File: src/rtl/rf_write_arbiter.sv
// Shares the register-file write port between WB (priority) and a squashable mul/div FIFO.
// Writes appear one cycle after the grant edge; mul_ready drops when the FIFO is full; starved heads force a pipe stall.
module rf_write_arbiter #(
  parameter int DATA_W     = 32,
  parameter int ADDR_W     = 5,
  parameter int NUM_REGS   = 16,
  parameter int FIFO_DEPTH = 2,
  parameter int STARVE_LIM = 4
) (
  input  logic                clk,
  input  logic                rst_n,
  input  logic                wb_valid,
  input  logic [ADDR_W-1:0]   wb_rd,
  input  logic [DATA_W-1:0]   wb_data,
  input  logic                mul_valid,
  output logic                mul_ready,
  input  logic [ADDR_W-1:0]   mul_rd,
  input  logic [DATA_W-1:0]   mul_data,
  output logic                rf_reg_write,
  output logic [ADDR_W-1:0]   rf_rd,
  output logic [DATA_W-1:0]   rf_write_data,
  output logic [NUM_REGS-1:0] busy_mask,
  output logic                pipe_stall,
  output logic [7:0]          squash_cnt,
  output logic                proto_err
);

  localparam int PTR_W = (FIFO_DEPTH > 1) ? $clog2(FIFO_DEPTH) : 1;
  localparam int CNT_W = PTR_W + 1;
  localparam int AGE_W = $clog2(STARVE_LIM + 1);
  localparam int SQ_W  = $clog2(FIFO_DEPTH + 1);

  logic [ADDR_W-1:0]     ent_rd_q  [FIFO_DEPTH];
  logic [ADDR_W-1:0]     ent_rd_d  [FIFO_DEPTH];
  logic [DATA_W-1:0]     ent_dat_q [FIFO_DEPTH];
  logic [DATA_W-1:0]     ent_dat_d [FIFO_DEPTH];
  logic [FIFO_DEPTH-1:0] ent_vld_q, ent_vld_d;
  logic [PTR_W-1:0]      head_q, head_d, tail_q, tail_d;
  logic [CNT_W-1:0]      count_q, count_d;
  logic [AGE_W-1:0]      age_q, age_d;
  logic                  stall_q, stall_d;
  logic [7:0]            sq_cnt_q, sq_cnt_d;
  logic                  err_q, err_d;
  logic                  we_q, we_d;
  logic [ADDR_W-1:0]     wrd_q, wrd_d;
  logic [DATA_W-1:0]     wdat_q, wdat_d;

  logic            fifo_ne, wb_grant, pop, push, wb_in_rng, mul_in_rng;
  logic [SQ_W-1:0] sq_n;
  logic [8:0]      sq_sum;

  assign fifo_ne    = (count_q != '0);
  assign mul_ready  = (count_q < CNT_W'(FIFO_DEPTH));
  assign wb_in_rng  = (32'(wb_rd) < NUM_REGS);
  assign mul_in_rng = (32'(mul_rd) < NUM_REGS);
  // A stalled pipeline's wb_valid is ignored, so the head wins whenever stall is up.
  assign wb_grant   = wb_valid & ~stall_q;
  assign pop        = fifo_ne & ~wb_grant;
  assign push       = mul_valid & mul_ready;

  always_comb begin
    ent_rd_d  = ent_rd_q;
    ent_dat_d = ent_dat_q;
    ent_vld_d = ent_vld_q;
    head_d    = head_q;
    tail_d    = tail_q;
    we_d      = 1'b0;
    wrd_d     = wrd_q;
    wdat_d    = wdat_q;
    err_d     = err_q;
    sq_n      = '0;

    if (wb_valid && stall_q) err_d = 1'b1;

    if (wb_grant) begin
      if (wb_in_rng) begin
        we_d   = 1'b1;
        wrd_d  = wb_rd;
        wdat_d = wb_data;
        for (int e = 0; e < FIFO_DEPTH; e++) begin
          if (ent_vld_q[e] && (ent_rd_q[e] == wb_rd)) begin
            ent_vld_d[e] = 1'b0;
            sq_n         = sq_n + SQ_W'(1);
          end
        end
      end else begin
        err_d = 1'b1;
      end
    end else if (pop) begin
      if (ent_vld_q[head_q]) begin
        we_d   = 1'b1;
        wrd_d  = ent_rd_q[head_q];
        wdat_d = ent_dat_q[head_q];
      end
      ent_vld_d[head_q] = 1'b0;
      head_d            = head_q + 1'b1;
    end

    // Push after the squash loop so a same-edge entry with a matching rd survives.
    if (push) begin
      ent_rd_d[tail_q]  = mul_rd;
      ent_dat_d[tail_q] = mul_data;
      ent_vld_d[tail_q] = mul_in_rng;
      tail_d            = tail_q + 1'b1;
      if (!mul_in_rng) err_d = 1'b1;
    end

    count_d  = count_q + CNT_W'(push) - CNT_W'(pop);
    sq_sum   = {1'b0, sq_cnt_q} + 9'(sq_n);
    sq_cnt_d = sq_sum[8] ? 8'hFF : sq_sum[7:0];
    age_d    = (fifo_ne && !pop) ? age_q + 1'b1 : '0;
    stall_d  = !stall_q && (age_d == AGE_W'(STARVE_LIM));
  end

  always_ff @(posedge clk or negedge rst_n) begin
    if (!rst_n) begin
      for (int e = 0; e < FIFO_DEPTH; e++) begin
        ent_rd_q[e]  <= '0;
        ent_dat_q[e] <= '0;
      end
      ent_vld_q <= '0;
      head_q    <= '0;
      tail_q    <= '0;
      count_q   <= '0;
      age_q     <= '0;
      stall_q   <= 1'b0;
      sq_cnt_q  <= '0;
      err_q     <= 1'b0;
      we_q      <= 1'b0;
      wrd_q     <= '0;
      wdat_q    <= '0;
    end else begin
      ent_rd_q  <= ent_rd_d;
      ent_dat_q <= ent_dat_d;
      ent_vld_q <= ent_vld_d;
      head_q    <= head_d;
      tail_q    <= tail_d;
      count_q   <= count_d;
      age_q     <= age_d;
      stall_q   <= stall_d;
      sq_cnt_q  <= sq_cnt_d;
      err_q     <= err_d;
      we_q      <= we_d;
      wrd_q     <= wrd_d;
      wdat_q    <= wdat_d;
    end
  end

  always_comb begin
    busy_mask = '0;
    for (int r = 0; r < NUM_REGS; r++) begin
      for (int e = 0; e < FIFO_DEPTH; e++) begin
        if (ent_vld_q[e] && (ent_rd_q[e] == ADDR_W'(r))) busy_mask[r] = 1'b1;
      end
    end
  end

  assign rf_reg_write  = we_q;
  assign rf_rd         = wrd_q;
  assign rf_write_data = wdat_q;
  assign pipe_stall    = stall_q;
  assign squash_cnt    = sq_cnt_q;
  assign proto_err     = err_q;

endmodule

File: config.mk
export PLATFORM = sky130hd
export DESIGN_NAME = rf_write_arbiter
export DESIGN_NICKNAME = d
export VERILOG_FILES = /design/src/rtl/rf_write_arbiter.sv
export SDC_FILE = /design/constraint.sdc
export NUM_CORES = 1
export LEC_CHECK = 0
export CAP_MARGIN = 20
export CORE_MARGIN = 2
export CORE_UTILIZATION = 51
export CTS_CLUSTER_SIZE = 40
export DETAILED_ROUTE_END_ITERATION = 6
export PLACE_DENSITY_LB_ADDON = 0.25
export SYNTH_ARGS = -nofsm -noshare
export SYNTH_HDL_FRONTEND = slang
export SYNTH_SLANG_ARGS = --single-unit
File: constraint.sdc
create_clock -name clk -period 3.65 [get_ports clk]
set_input_delay 0.73 -clock clk [delete_from_list [all_inputs] [get_ports clk]]
set_output_delay 0.73 -clock clk [all_outputs]
set_load 0.03 [all_outputs]
# After elaboration in Yosys (flattened, before gate mapping)

Cells that the tools add are included.

Flip-flop bits (word level): 131
Bits of input ports: 78

Add/subtract/negate cells: 7
$lt $le $gt $ge: 10
Equality and inequality tests: 34
Muxes and demuxes: 82
Bitwise logic cells: 9
Reductions and logical operators: 49

Operator list:

| cell                  | count |
|---|---|
| $mux W32              | 8 |
| $eq A5 B4 Y1 const B  | 16 |
| $bwmux W64            | 1 |
| $mux W1               | 48 |
| $eq A5 B3 Y1 const B  | 8 |
| $logic_and A1 B1 Y1   | 40 |
| $mux W5               | 8 |
| $demux W32 S1         | 1 |
| $eq A5 B2 Y1 const B  | 4 |
| $mux W2               | 9 |
| $bwmux W10            | 1 |
| $eq A5 B1 Y1 const B  | 2 |
| $eq A5 B5 Y1          | 2 |
| $logic_not A5 Y1      | 2 |
| $lt A5 B5 Y1 const B  | 2 |
| $add A8 B2 Y9         | 1 |
| $mux W8               | 1 |
| $reduce_bool A2 Y1    | 3 |
| $demux W5 S1          | 1 |
| $ge A2 B2 Y1 const B  | 2 |
| $lt A1 B2 Y1 const B  | 2 |
| $not A1 Y2            | 2 |
| $add A3 B1 Y3 const B | 1 |
| $and A1 B1 Y1         | 3 |
| other kinds (18)      | 23 |

# Depth between registers and ports, before layout

Gate-level depths: netlist (run 1).

Depth after elaboration: 11
Depth in mapped cells: 12
Gate-level depth less buffers: 11

# Worst setup path before layout (run 1)

Ideal clock, no wire load.

Path kind: input port to flip-flop
From: input wb_rd[2]
To: register sq_cnt_q[6], in the netlist squash_cnt[6]
Setup time: 0.125 ns
Arrival: 2.799 ns
Slack: 0.726 ns
Stages on the path: 11
Buffers on the path: 0
Path through: xor2_1 > nor4_1 > and3_1 > ha_1 > and2_1 > ha_1 > inv_1 > fa_1 > nor2b_1 > nand4_1 > mux2_2

Cells in the longest elaborated chain, start to end: 11

Ends and longest elaborated chain:

| item                   | RTL line | RTL |
|---|---|---|
| start: declaration     | 13       | `input logic [ADDR_W-1:0] wb_rd,` |
| $eq A5 B5 Y1           | 81       | `if (ent_vld_q[e] && (ent_rd_q[e] == wb_rd)) begin` |
| $logic_and A1 B1 Y1    | 81       |  |
| $mux W1                | 81       |  |
| $mux W2                | 76       | `if (wb_in_rng) begin` |
| $mux W2                | 75       | `if (wb_grant) begin` |
| $add A2 B1 Y2          | 83       | `sq_n = sq_n + SQ_W'(1);` |
| $mux W2                | 81       |  |
| $mux W2 *              | 76       |  |
| $mux W2 *              | 75       |  |
| $add A8 B2 Y9 *        | 109      | `sq_sum = {1'b0, sq_cnt_q} + 9'(sq_n);` |
| $mux W8 *              | 110      | `sq_cnt_d = sq_sum[8] ? 8'hFF : sq_sum[7:0];` |
| named net sq_cnt_d[6]  | 42       | `logic [7:0] sq_cnt_q, sq_cnt_d;` |
| end signal: assignment | 141      | `sq_cnt_q <= sq_cnt_d;` |
| end: declaration       | 42       |  |

Mark *: on every way through the listed nets, which the timed path passes. The rest lies on a longest branch. The select of a mux whose other input is x is not followed.
A chain may end at the register's enable or synchronous reset.

# Final worst setup path (run 1)

From: input wb_rd[1]
To: register sq_cnt_q[6], in the netlist squash_cnt[6]

Same word-level chain as after synthesis.

==> results of run 1 <==
==> kinds of logic (layout without fill, tap and decap cells) <==
kind of cell / after synthesis / in the layout / share of synthesized area [%]
buffers and inverters: 30 / 193 / 2.402
AND/OR/NAND/NOR: 65 / 65 / 6.065
adder cells (fa/ha/maj): 7 / 7 / 1.497
XOR/XNOR: 14 / 14 / 1.930
flip-flops: 131 / 131 / 51.60
AO/OA/AOI/OAI: 32 / 32 / 3.604
multiplexers: 186 / 186 / 32.91
==> placed cells by master, fill, tap and decap left out, types with 3 or more instances in the layout <==
cell,count
a21oi_1,5
and3_1,3
buf_4,9
clkbuf_1,6
clkbuf_16,17
clkbuf_8,6
clkdlybuf4s50_1,141
dfrtp_1,130
ha_1,6
inv_1,9
mux2_2,182
mux2i_1,3
nand2_1,12
nand2b_1,8
nand3_1,5
nand4b_1,3
nor2_1,5
nor3_1,4
nor3b_1,3
o22ai_1,16
xnor2_1,6
xor2_1,8
==> metal layers <==
| metal | track usage, % | vias to the layer above |
|---|---|---|
| li1 | - | 2006 |
| met1 | 28.02 | 2171 |
| met2 | 38.25 | 139 |
| met3 | 6.590 | 17 |
| met4 | 7.540 | 0 |
| met5 | 0 | - |
==> worst paths after layout <==
check                       startpoint            end  slack [ps]  depth (start not counted)
max                           wb_rd[1]  squash_cnt[6]         340                         12
min                              rst_n  ent_dat_q[57]         350                          1
max reg2reg                ent_rd_q[1]  squash_cnt[6]         650                         11
min reg2reg                   age_q[0]       age_q[0]         470                          1
max in group asynchronous        rst_n  ent_dat_q[25]        2520                          2
min in group clk              age_q[0]       age_q[0]         470                          1
==> metrics by stage <==
step	cell area [sq um]	TNS, ps
finish	8563	0
CTS	8563	0
detailed placement	7968	-31.35
floorplan	6354	0
global route	8563	0
global placement	7948	0
==> flip-flops by register name, summed over array words and instances (netlist names), 2 cells and up <==
| name | count |
|---|---|
| age_q | 3 |
| squash_cnt | 8 |
| ent_vld_q | 2 |
| rf_rd | 5 |
| ent_rd_q | 10 |
| rf_write_data | 32 |
| count_q | 2 |
| ent_dat_q | 64 |
==> cell type report <==
class	instances	area (sq um)	area share, %
sequential	131	3279	38.30
multi-input combinational	304	2925	34.16
timing repair buffer	152	1519	17.74
clock buffer	29	530.5	6.195
tap	168	210.2	2.455
clock inverter	3	65.06	0.7598
inverter	9	33.78	0.3945
==> power by group <==
| part | switching, W | internal, W | leakage (nW) |
|---|---|---|---|
| registers | 0.000507 | 0.00214 | 1.56 |
| clock network | 0.000587 | 0.00111 | 0.292 |
| logic | 0.00134 | 0.00169 | 1.73 |
| total | 0.00243 | 0.00495 | 3.58 |
==> summary.md, run 1 <==
| Metric | Value |
|---|---|
| Status | `finished, final reports clean` |
| Register area share after synthesis | `between 50% and 60%` |
| Max cap viols | `0` |
| Pre-CTS setup slack | `-26.75 ps` |
| Ports | `approximately 140` |
| Final non-filler cell total | `796` |
| Cell taking the most area after synthesis | `dfrtp_1` |
| Yosys top cell area share | `around 52%` |
| Drt wl/cell | `17.83 um` |
| Final core occ | `71.00%` |
| Final ANT Viol Nets | `0` |
| Max stage delay cell, worst path | `nor4_1` |
| CTS Buffer Depth | `2` |
| Root Driver | `clkbuf_16` |
| CTS Buf Count | `17` |
| Crit Path Class | `primary input to register` |
| Syn Std Cell Area | `6354 sq um` |
| Post-synthesis net count | `550` |
| RSZ-0062 raised after global routing | `no` |
| # setup viols final | `0` |
| Die width | `115.6 um` |
| Total leakage power | `roughly 3.6 nW` |
| First-pass DRT Iterations | `4` |
| Cell mode on critical path | `ha_1` |
| FMAX | `between 300 and 400 MHz` |
| FFs w/ async S/R, synth | `between 90% and 100%` |
| WL met1 | `between 6 and 7 mm` |
| Max Slew Vio Count | `0` |
| Initial drt markers | `229` |
| Final WL | `14.19 mm` |
| Dominant cells by area after synthesis | `dfrtp_1 52%, mux2_2 32%, o22ai_1 1.6%, ha_1 1.2%, xor2_1 1.1%` |
| Initial Utilization | `52.68%` |
| Yosys cell types | `47` |
| CP max FO | `3` |
| Placed Cells | `764` |
| ANT cells | `0` |
| Die ar. | `~13000 sq um` |
| CP delay by family, top | `simple AND/OR/NAND/NOR gates` |
| Met3 wire length | `around 840 um` |
| Peak ir drop on the vdd network | `0.4821 mV` |
| Worst Max-Slew Pin Slew | `716.1 ps` |
| Crit path cell chain | `clkdlybuf4s50_1 > xor2_1 > nor4_1 > and3_1 > ha_1 > and2_1 > ha_1 > inv_1 > fa_1 > nor2b_1 > nand4_1 > mux2_2` |
| Data arrival, critical path | `about 3600 ps` |
| Avg Cell Area, Syn | `between 10 and 15 sq um` |
| Clk slew on worst S/H paths | `50 ps` |
| Vias in the first global route | `4565` |
| Fin. Hold Viols | `0` |
| Initial antenna violation count | `0` |
| Row count | `40` |
| Flip-flop and latch count after synthesis | `131` |
| Fillcell total | `855` |
| Max Used Layer | `met4` |
| GP Congestion | `0.8516` |
| First-pass GRT wire length | `23.02 mm` |
| Worst Path Buf+Inv | `2` |
| Area grow syn2layout | `34.78%` |
| Total grt overflow | `0` |
| I/O Buffers | `~140` |
| CTS H-Tree Depth | `4` |
| Clock sinks | `131` |
| Nets | `700` |
| Setup Skew | `6.228 ps` |
| Crit path largest cell delay | `510 ps` |
| Cells after synthesis | `465` |
| Metal2 WL | `7.073 mm` |
| Synthesis Warnings | `0` |
| DP HPWL | `10.03 mm` |
| Synth Flop Type | `dfrtp_1` |
| Min Clock Period, post-route | `3311 ps` |
| Post-CTS Hold Buffers | `0` |
| DIE HEIGHT | `115.6 um` |
| Worst-Skew Late Latency | `420 ps` |
| Required time of the critical path | `3950 ps` |
| Final worst slack | `about 340 ps` |
| Largest net degree at the start of global routing | `58` |
| PwrDens | `861.6 nW/um^2` |
| Residual DRC | `0` |
| Hold Path Class | `primary input to async pin` |
| Layout cells sized above 1 | `between 30 and 40%` |
| Crit start category | `primary input` |
| Cell with the most instances after synthesis | `mux2_2` |
| Commonest cells in the netlist | `182 x mux2_2, 131 x dfrtp_1, 16 x o22ai_1, 12 x nand2_1` |
| Post-CTS setup buffers | `0` |
| Crit. End Element | `register` |
| Post-CTS sizing | `0` |
| Via count | `4333` |
| Tot GR Track Use | `22.62%` |
| CTS tree | `yes` |
| Post-synth EDFFs | `0` |
| Core Region | `12060 sq um` |
| Power, Total | `roughly 0.0074 W` |
| Tcrit/Tclk final | `90.71%` |
| Max-slew headroom | `between 50 and 60%` |
| Vias per cell | `~5.4` |
| Minimum hold slack | `between 300 and 400 ps` |
No activity file was read; power rests on OpenSTA's default activity.
==> run 2: changes to the inputs <==
--- a/config.mk
+++ b/config.mk
@@ -10,7 +10,8 @@
 export CORE_UTILIZATION = 51
 export CTS_CLUSTER_SIZE = 40
 export DETAILED_ROUTE_END_ITERATION = 6
-export PLACE_DENSITY_LB_ADDON = 0.25
+export GPL_TIMING_DRIVEN = 1
+export PLACE_DENSITY_LB_ADDON = 0.1
 export SYNTH_ARGS = -nofsm -noshare
 export SYNTH_HDL_FRONTEND = slang
 export SYNTH_SLANG_ARGS = --single-unit
==> run 2 against run 1 <==
Effect of this change: non-clock buffer count rose by 4; power shrank 0.44%; hold slack got worse by 24 ps; setup slack improved by 83 ps; combinational power up 3%; final cell count grew 0.50%; clock-buffer cell count decreased by 5; sequential share of layout area fell by 0.17 points; register-to-register slack improved by 90 ps; design area increased by 0.44%.
==> summary.md, run 2 (synthesis results as in run 1) <==
| Metric | Value |
|---|---|
| Reg-to-reg startpoint | `ent_rd_q[7]` |
| # setup viols final | `0 (unchanged)` |
| Clock sinks | `131 (unchanged)` |
| Root Driver | `clkbuf_16` |
| Post-CTS sizing | `0 (unchanged)` |
| Initial drt markers | `265 (+16%)` |
| Net Sw Power | `0.002432 W (about the same)` |
| Reg-to-reg endpoint | `squash_cnt[6]` |
| Crit start category | `primary input` |
| Max-slew headroom | `57.70% (+5.4 points)` |
| Clk slew on worst S/H paths | `50 ps (about the same)` |
| Ports | `143 (unchanged)` |
| Worst Path Buf+Inv | `3 (+1)` |
| Row count | `40 (unchanged)` |
| Status | `finished, final reports clean` |
| R2R depth | `12 (+1)` |
| Crit path cell chain | `clkdlybuf4s50_1 > xor2_1 > nor4_1 > buf_4 > and3_1 > ha_1 > and2_1 > ha_1 > inv_1 > fa_1 > nor2b_1 > nand4_1 > mux2_2` |
| Die width | `115.6 um (unchanged)` |
| Vias per cell | `5.461 (+0.33%)` |
| Minimum hold slack | `327.6 ps (-24.15 ps)` |
| Top reg by flops | `ent_dat_q` |
| Crit. End Element | `register` |
| Total grt overflow | `0 (unchanged)` |
| Max stage delay cell, worst path | `clkdlybuf4s50_1` |
| Pint | `0.004914 W (-0.65%)` |
| FMAX | `309.8 MHz (+2.6%)` |
| First-pass DRT Iterations | `4 (unchanged)` |
| Initial antenna violation count | `0 (unchanged)` |
| CTS Buffer Depth | `2 (unchanged)` |
| CP delay by family, top | `simple AND/OR/NAND/NOR gates` |
| Worst setup endpoint | `squash_cnt[6]` |
| Switching portion of total power | `33.11% (+0.14 points)` |
| Final ANT Viol Nets | `0 (unchanged)` |
| Nets | `704 (+0.57%)` |
| Commonest non-fill, non-tap cells in the layout | `182 x mux2_2, 141 x clkdlybuf4s50_1, 130 x dfrtp_1` |
| RSZ-0062 raised after global routing | `no` |
| Sum Neg Setup Slack | `0 ps (unchanged)` |
| Drt wl/cell | `17.77 um (-0.34%)` |
| Residual DRC | `0 (unchanged)` |
| Crit Path Class | `primary input to register` |
| DP HPWL | `10.20 mm (+1.7%)` |
| Sequential Power Share | `35.2% (-0.7 points)` |
| Fin. Hold Viols | `0 (unchanged)` |
| Required time of the critical path | `3950 ps (about the same)` |
| Max cap viols | `0 (unchanged)` |
| Worst reg2reg setup slack | `740 ps (+90 ps)` |
| Crit path largest cell delay | `470 ps (-40 ps)` |
| Largest net degree at the start of global routing | `51 (-12%)` |
| GP Congestion | `0.9009 (+5.8%)` |
| Layout cells sized above 1 | `36.87% (+0.72 points)` |
| Worst Max-Slew Pin Slew | `634.6 ps (-81.56 ps)` |
| Post-CTS Hold Buffers | `0 (unchanged)` |
| Tot GR Track Use | `22.57% (-0.052 points)` |
| Area grow syn2layout | `35.37%` |
| Tcrit/Tclk final | `88.42% (-2.3 points)` |
| ANT cells | `0 (unchanged)` |
| Setup Skew | `13.96 ps (+7.736 ps)` |
| Post-CTS setup buffers | `0 (unchanged)` |
| DIE HEIGHT | `115.6 um (unchanged)` |
| Via count | `4369 (+0.83%)` |
| Combinational Power Share | `42.3% (+1.3 points)` |
| CTS tree | `yes` |
| First-pass GRT wire length | `23.00 mm (about the same)` |
| Initial Utilization | `52.68% (unchanged)` |
| Die ar. | `13370 sq um (unchanged)` |
| Hold Path Class | `primary input to async pin` |
| Vias in the first global route | `4632 (+1.5%)` |
| Peak ir drop on the vdd network | `0.5232 mV (+8.5%)` |
| Core Region | `12060 sq um (unchanged)` |
| Max Slew Vio Count | `0 (unchanged)` |
| CTS H-Tree Depth | `4 (unchanged)` |
| Crit path from | `wb_rd[2]` |
| Final Cell Area | `8601 sq um (+0.44%)` |
| CP max FO | `3 (unchanged)` |
| Largest register FFs | `64 (unchanged)` |
| Stages on the worst setup path | `13 (+1)` |
| Total leakage power | `3.592 nW (+0.31%)` |
| PwrDens | `854.1 nW/um^2 (-0.87%)` |
| Cell mode on critical path | `ha_1` |
| Most common cell after layout, fill and taps aside | `mux2_2` |
| Final WL | `14.22 mm (+0.16%)` |
| Data arrival, critical path | `3530 ps (-80 ps)` |
| Worst-Skew Late Latency | `420 ps (about the same)` |
| CTS Buf Count | `17 (unchanged)` |
| Min Clock Period, post-route | `3227 ps (-83.33 ps)` |
| I/O Buffers | `142 (unchanged)` |
| Clk pwr share | `22.5% (-0.6 points)` |
| Final non-filler cell total | `800 (+0.50%)` |
| Placed Cells | `768 (+0.52%)` |
| Area of placed instances | `8018 sq um (+0.63%)` |
==> run 2: cell types whose count changed in the layout (fill, tap and decap cells not counted), sizes merged <==
cell      before  now
clkinv         1    3
buf           11   15
clkbuf        29   24
clkinvlp       0    3
==> run 2: metrics by stage <==
stage | power (W) | util, % | setup WS [ps]
2_1_floorplan | 0.004672 | - | 725.9
3_3_place_gp | 0.005594 | 66.24 | 31.09
3_5_place_dp | 0.005746 | 66.47 | -91.56
4_1_cts | 0.007420 | 71.31 | 374.8
5_1_grt | 0.007754 | 71.31 | 158.1
6_report | 0.007346 | 71.31 | 422.6
==> run 2: how the worst min path moves through the flow <==
stage	start	endpoint	slack [ps]	cells past startpoint
2_1_floorplan	rst_n	age_q[0]	430	0
3_3_place_gp	age_q[0]	age_q[0]	450	1
3_5_place_dp	age_q[0]	age_q[0]	460	1
4_1_cts	rst_n	ent_dat_q[28]	350	1
5_1_grt	rst_n	squash_cnt[4]	370	1
6_report	rst_n	ent_dat_q[28]	330	1
==> run 2: power by group through the flow <==
stage | Clock [W] | Sequential, W | Combinational [W]
2_1_floorplan | 0 | 0.00291 | 0.00177
3_3_place_gp | 0 | 0.00256 | 0.00304
3_5_place_dp | 0 | 0.00261 | 0.00313
4_1_cts | 0.00168 | 0.00259 | 0.00315
5_1_grt | 0.00174 | 0.00269 | 0.00333
6_report | 0.00165 | 0.00259 | 0.00311
==> run 2: layer usage <==
metal / share of wire, % / GRT usage [%]
met1: 45 / 29.57
met2: 48 / 35.87
met3: 6.0 / 6.956
met4: 0.91 / 7.937
met5: 0 / 0
==> run 2: final cells by class <==
class / count / area (sq um)
timing repair buffer: 156 / 1569
tap: 168 / 210.2
inverter: 9 / 33.78
clock buffer: 24 / 481.7
clock inverter: 8 / 101.3
multi-input combinational: 304 / 2925
sequential: 131 / 3279
fill: 899 / 3461
==> run 3: changes to the inputs <==
--- a/config.mk
+++ b/config.mk
@@ -8,7 +8,6 @@
 export CAP_MARGIN = 20
 export CORE_MARGIN = 2
 export CORE_UTILIZATION = 51
-export CTS_CLUSTER_SIZE = 40
 export DETAILED_ROUTE_END_ITERATION = 6
 export GPL_TIMING_DRIVEN = 1
 export PLACE_DENSITY_LB_ADDON = 0.1
==> results of run 3 <==
The final DEF is identical to that of run 2; final timing and power are the same.
